## src/rtl/sync_fifo_buffer.sv

```systemverilog
// Single-clock FIFO with a registered read port, occupancy count, threshold flags
// and sticky overflow/underflow error flags.
module sync_fifo_buffer #(
    parameter int w_address = 4,
    parameter int w_data    = 8,
    parameter int L_fifo    = 16,
    parameter int AF_LEVEL  = 12,
    parameter int AE_LEVEL  = 4
) (
    input  logic                 clk,
    input  logic                 rst,
    input  logic                 wr_en,
    input  logic [w_data-1:0]    WRITE_DATA,
    input  logic                 rd_en,
    input  logic                 clr_err,
    output logic [w_data-1:0]    READ_DATA,
    output logic                 rd_valid,
    output logic                 full,
    output logic                 empty,
    output logic                 almost_full,
    output logic                 almost_empty,
    output logic [w_address:0]   count,
    output logic                 overflow,
    output logic                 underflow
);

    localparam logic [w_address:0] DEPTH    = (w_address+1)'(L_fifo);
    localparam logic [w_address:0] AF_LIMIT = (w_address+1)'(AF_LEVEL);
    localparam logic [w_address:0] AE_LIMIT = (w_address+1)'(AE_LEVEL);
    localparam logic [w_address:0] ONE      = (w_address+1)'(1);

    logic [w_data-1:0]  mem [L_fifo];
    logic [w_address:0] write_pointer;
    logic [w_address:0] read_pointer;
    logic [w_address:0] count_q;
    logic               wr_ok;
    logic               rd_ok;

    // Status comes only from the count register, so no enable-to-flag path exists.
    assign full         = (count_q == DEPTH);
    assign empty        = (count_q == '0);
    assign almost_full  = (count_q >= AF_LIMIT);
    assign almost_empty = (count_q <= AE_LIMIT);
    assign count        = count_q;

    assign wr_ok = wr_en && !full;
    assign rd_ok = rd_en && !empty;

    // Storage is deliberately left out of reset.
    always_ff @(posedge clk) begin
        if (!rst && wr_ok) begin
            mem[write_pointer[w_address-1:0]] <= WRITE_DATA;
        end
    end

    always_ff @(posedge clk) begin
        if (rst) begin
            write_pointer <= '0;
            read_pointer  <= '0;
            count_q       <= '0;
            READ_DATA     <= '0;
            rd_valid      <= 1'b0;
            overflow      <= 1'b0;
            underflow     <= 1'b0;
        end else begin
            if (wr_ok) begin
                write_pointer <= write_pointer + ONE;
            end

            if (rd_ok) begin
                READ_DATA    <= mem[read_pointer[w_address-1:0]];
                read_pointer <= read_pointer + ONE;
                rd_valid     <= 1'b1;
            end else begin
                rd_valid     <= 1'b0;
            end

            case ({wr_ok, rd_ok})
                2'b10:   count_q <= count_q + ONE;
                2'b01:   count_q <= count_q - ONE;
                default: count_q <= count_q;
            endcase

            // A new error in the same cycle as clr_err keeps the flag set.
            if (wr_en && full) begin
                overflow <= 1'b1;
            end else if (clr_err) begin
                overflow <= 1'b0;
            end

            if (rd_en && empty) begin
                underflow <= 1'b1;
            end else if (clr_err) begin
                underflow <= 1'b0;
            end
        end
    end

endmodule

```

## config.mk

```make
export PLATFORM = sky130hd
export DESIGN_NAME = sync_fifo_buffer
export DESIGN_NICKNAME = d
export VERILOG_FILES = /design/src/rtl/sync_fifo_buffer.sv
export SDC_FILE = /design/constraint.sdc
export NUM_CORES = 1
export LEC_CHECK = 0
export CAP_MARGIN = 20
export CORE_UTILIZATION = 53
export DETAILED_ROUTE_END_ITERATION = 7
export GPL_TIMING_DRIVEN = 0
export PLACE_DENSITY = 0.8
export SYNTH_ARGS = -nofsm -noshare
export SYNTH_HDL_FRONTEND = slang
export SYNTH_SLANG_ARGS = --single-unit
export TNS_END_PERCENT = 5
```

## constraint.sdc

```tcl
create_clock -name clk -period 2.9 [get_ports clk]
set_clock_uncertainty 0.1 [all_clocks]
set_input_delay 0.725 -clock clk [delete_from_list [all_inputs] [get_ports clk]]
set_output_delay 0.725 -clock clk [all_outputs]
set_load 0.01 [all_outputs]
```

# == Word-level counts from Yosys, hierarchy flattened ==
# Memory sizes are Yosys's and may differ from the RTL's. A register that Yosys moved wholly into a read port is not among the register bits.
# Cells that the tools add are included.
# word_totals
ff_bits,18
mem_bits_rw,128
in_bits,13
out_inout_bits,20
elab_cells,35
mem_count,1
# op_classes
addsub,4
magnitude_cmp,2
eq_ne,3
n_mux,7
reduce_logical,12
# mem_list
name,words,word_bits,read_ports,rd_clocked_by_memory_dff,wr,line_no,text
mem,16,8,1,1,1,32,logic [w_data-1:0] mem [L_fifo];
# op_table
operator,count
$add A5 B1 Y5 const B,3
$pmux W5 S2,1
$mux W1,6
$reduce_bool A2 Y1,3
$eq A5 B5 Y1 const B,1
$ge A5 B4 Y1 const B,1
$le A5 B3 Y1 const B,1
$logic_and A1 B1 Y1,5
$logic_not A5 Y1,1
$sub A5 B1 Y5 const B,1
$logic_not A1 Y1,3
$eq A2 B1 Y1 const B,1
$eq A2 B2 Y1 const B,1

# == Logic depth before layout (Yosys ltp) ==
# Gate-level depths: netlist (run 1).
# logic_depth
word_depth,6
ltp_mapped,10
ltp_nobuf,9

# == Worst setup path before layout (run 1) ==
# Ideal clock, no wire load.
# synth_timing
kind,input -> register
start,input wr_en
end,"register count_q[4], in the netlist count[4]"
setup_ns,0.121
t_arrival_ns,2.696
t_required_ns,2.679
slack_ns,-0.017
path_stages,8
n_path_buf,0
path_cell_list,a21boi_1 -> inv_1 -> ha_1 -> fa_1 -> a21o_1 -> a21oi_1 -> mux2i_1 -> mux2_2
# synth_via
elab_chain_cells,3
elab_cells_between_ends,5
# synth_lines
element,line_no,text
"start, declared",12,"input logic wr_en,"
$logic_and A1 B1 Y1 *,46,assign wr_ok = wr_en && !full;
$eq A2 B1 Y1 / $eq A2 B2 Y1 (equally long branches),78,"case ({wr_ok, rd_ok})"
$pmux W5 S2 / $reduce_bool A2 Y1 (equally long branches),n/a,
"end signal, assigned",79,2'b10: count_q <= count_q + ONE;
"end signal, assigned",80,2'b01: count_q <= count_q - ONE;
"end signal, assigned",81,default: count_q <= count_q;
"end, declared",35,logic [w_address:0] count_q;
# Every way passes the cells marked *; elsewhere a longest branch is shown, timed or not.
# A chain may end at the register's enable or synchronous reset.

# == Final worst setup path (run 1) ==
# layout_timing
start,"register count_q[1], in the netlist count[1]"
end,"register count_q[4], in the netlist count[4]"
# layout_via
elab_chain_cells,5
elab_cells_between_ends,12
# layout_lines
element,line_no
$eq A5 B5 Y1 / $logic_not A5 Y1 (equally long branches),"40, 41"
"$logic_not A1 Y1, on equally long branches","46, 47"
"$logic_and A1 B1 Y1, on equally long branches","46, 47"
$eq A2 B1 Y1 / $eq A2 B2 Y1 (equally long branches),78
$pmux W5 S2 / $reduce_bool A2 Y1 (equally long branches),n/a
# Several ways; a longest one is shown, not always the timed one.

==> reports/results.txt, run 1 <==
Final hold viol count = 0
Slew @ Worst Pin = 0.849 ns
Buf+Inv Stages, Crit Path = 2
Slowest-stage cell, CP = dfxtp_1
Pin count of the biggest net entering global routing = 17
First-pass GRT wire length = 19,600 µm
Fin crit share = 0.986
Die ar. = 12,000 µm²
H-tree depth = 4
Vias per cell = 5.95
Max-slew violations = 0
Post-Route Setup TNS = 0 ns
CP peak stage delay = 0.52 ns
Leakage = 2.40 nW
Fmax = 350 MHz
Fill cells = 753
Post-route DRC = 0
Clock Latency Late Sink = 0.41 ns
Yosys warning total = 0
TritonRoute pass-1 iters = 5
DRT iter0 DRCs = 291
Avg Cell Area, Syn = 15.3 µm²
Diodes inserted = 0
Die width = 110 µm
CP delay by family, top = multiplexers
Most common cell after layout, fill and taps aside = edfxtp_1
Initial antenna violation count = 0
I/O pin cnt = 33
Core Box Area = 11,100 µm²
Status = finished clean
Routed Antenna Nets = 0
Pwr Density = 854 nW/µm²
Share of cells above drive strength 1 = 0.122
Worst Hold Class = register to register
CP cell instances = nor4_4 -> buf_4 -> a21boi_4 -> inv_1 -> ha_4 -> fa_1 -> a21o_1 -> a21oi_2 -> mux2i_2 -> mux2_2
Post-synthesis cell count = 401
CTS tree = done
DRT Wirelength = 12,900 µm
Post-Syn Area = 6150 µm²
Top post-synthesis cells by area = edfxtp_1 63%, mux2i_1 11%, dfxtp_1 7.8%
Req. time, crit path = 3.10 ns
Routed len/inst = 21.3 µm
Peak VDD IR = 0.496 mV
Synth top area share = 0.625
CTS Root Buffer Type = clkbuf_16
Final worst-path setup slack = 0.0402 ns
Design Power = 6.25 mW
Chip height = 110 µm
Hold-fix buffers, CTS = 0
Clock Path Buffers = 2
Net count after synthesis = 424
Num CTS Buffers = 17
Final net count = 478
PortBufs = 32
Vias in the first global route = 3,601
Max Cap Violations = 0
Grt ovf = 0
Max FO, Critical Path = 7
Synth unique cells = 36
Slew headroom = 0.432
Gpl congestion = 0.855
GR Util All Layers = 0.234
Data arrival, critical path = 3.06 ns
Pre-CTS WS = -0.957 ns
# clock sinks = 152
Hold WS = 0.408 ns
Sequential area share after synthesis = 0.704
Flops & latches, synth = 152
Area Growth Syn to Fin = 19.1%
WS Path Type = register to register
Initial Util = 0.555
Area leader, netlist = edfxtp_1
Worst Setup End Kind = register
Site Rows = 38
Via Count = 3,619
Post-DP HPWL = 8500 µm
Clock-pin slew on the worst setup and hold paths = 0.06 ns
Final setup fails = 0
Fin crit period = 2.86 ns
Crit start category = register
Most frequent cells in the layout = 128 x edfxtp_1, 67 x mux2i_1, 45 x nor2_1, 32 x o22ai_1, 28 x clkdlybuf4s50_1
metrics by stage:
step,util,cell area (µm²),std cells
final,0.661,7320,608
after global routing,0.661,7320,608
after CTS,0.657,7280,607
after detailed placement,0.600,6650,573
after global placement,0.600,6650,573
after floorplan,-,6150,401
Yosys cell counts (all sizes together):
cell type / number
dfxtp: 24
a21o: 2
o21a: 1
or4: 1
inv: 5
nor2b: 2
mux2: 1
mux2i: 68
nor3: 1
nor4: 9
nand2: 7
o211ai: 4
a21boi: 2
o22ai: 32
nand3: 1
a21oi: 3
and3: 2
ha: 9
xor2: 6
xnor2: 3
o31ai: 1
nor2: 45
edfxtp: 128
fa: 1
a211oi: 8
nand3b: 5
a22oi: 2
buf: 16
or3: 2
or3b: 3
clkbuf: 7
metal layers:
layer | vias up | wire, µm | GRT usage
met2 | 163 | 6460 | 0.384
met5 | - | 0 | 0
li1 | 1652 | - | -
met1 | 1781 | 5240 | 0.308
met4 | 0 | 305 | 0.0924
met3 | 23 | 920 | 0.0492
flip-flops by register name, summed over array words and instances (netlist names):
| signal | flops |
|---|---|
| overflow | 1 |
| READ_DATA | 8 |
| rd_valid | 1 |
| read_pointer | 4 |
| write_pointer | 4 |
| mem | 128 |
| count | 5 |
| underflow | 1 |
what timing repair did:
action | in CTS | in global routing
endpoints found under the setup margin | 4 | 1
pin swaps | 0 | 1
buffers inserted | 2 | 1
endpoints found under the hold margin | 0 | 0
gates resized for setup | 7 | 7
final cells by class:
cell class              instances  area [µm²]  share of cell area
multi-input cells             221        1700               0.232
well taps                     140         175              0.0239
plain buffers                  23         154              0.0210
inverters                       5        18.8             0.00256
clock buffers                  18         429              0.0586
flip-flops and latches        152        4320               0.591
repair buffers                 35         345              0.0472
clock inverters                14         173              0.0236
logic make-up after synthesis:
group	after synthesis	share of synthesized area
and+or+nand+nor	78	0.0603
DFF	152	0.704
buffers and inverters	28	0.0275
adders and majority gates	10	0.0216
xor gates and xnor gates	9	0.0128
muxes	69	0.113
AOI/OAI and AO/OA	55	0.0617
worst min-delay path, stage by stage (launching register included):
cell      delay, ns
dfxtp_1        0.31
nor2_1         0.10
a211oi_1       0.05
path summary, 6_finish.rpt:
path | start | to | slack [ns] | cells after the start
hold / removal | READ_DATA[1] | READ_DATA[1] | 0.41 | 2
hold reg to reg | READ_DATA[1] | READ_DATA[1] | 0.41 | 2
setup reg to reg | count[1] | count[4] | 0.04 | 10
setup / recovery | count[1] | count[4] | 0.04 | 10
where the power goes:
group | internal, mW | switching [mW]
clock | 1.36 | 0.857
combinational | 0.638 | 0.752
sequential | 2.51 | 0.133
total | 4.51 | 1.74
Power figures use the tool's default switching activity.
==> run 2, diff against run 1 <==
CAP_MARGIN = not set   (was 20)
==> results of run 2 <==
No change in the layout: final DEF, timing and power equal those of run 1.
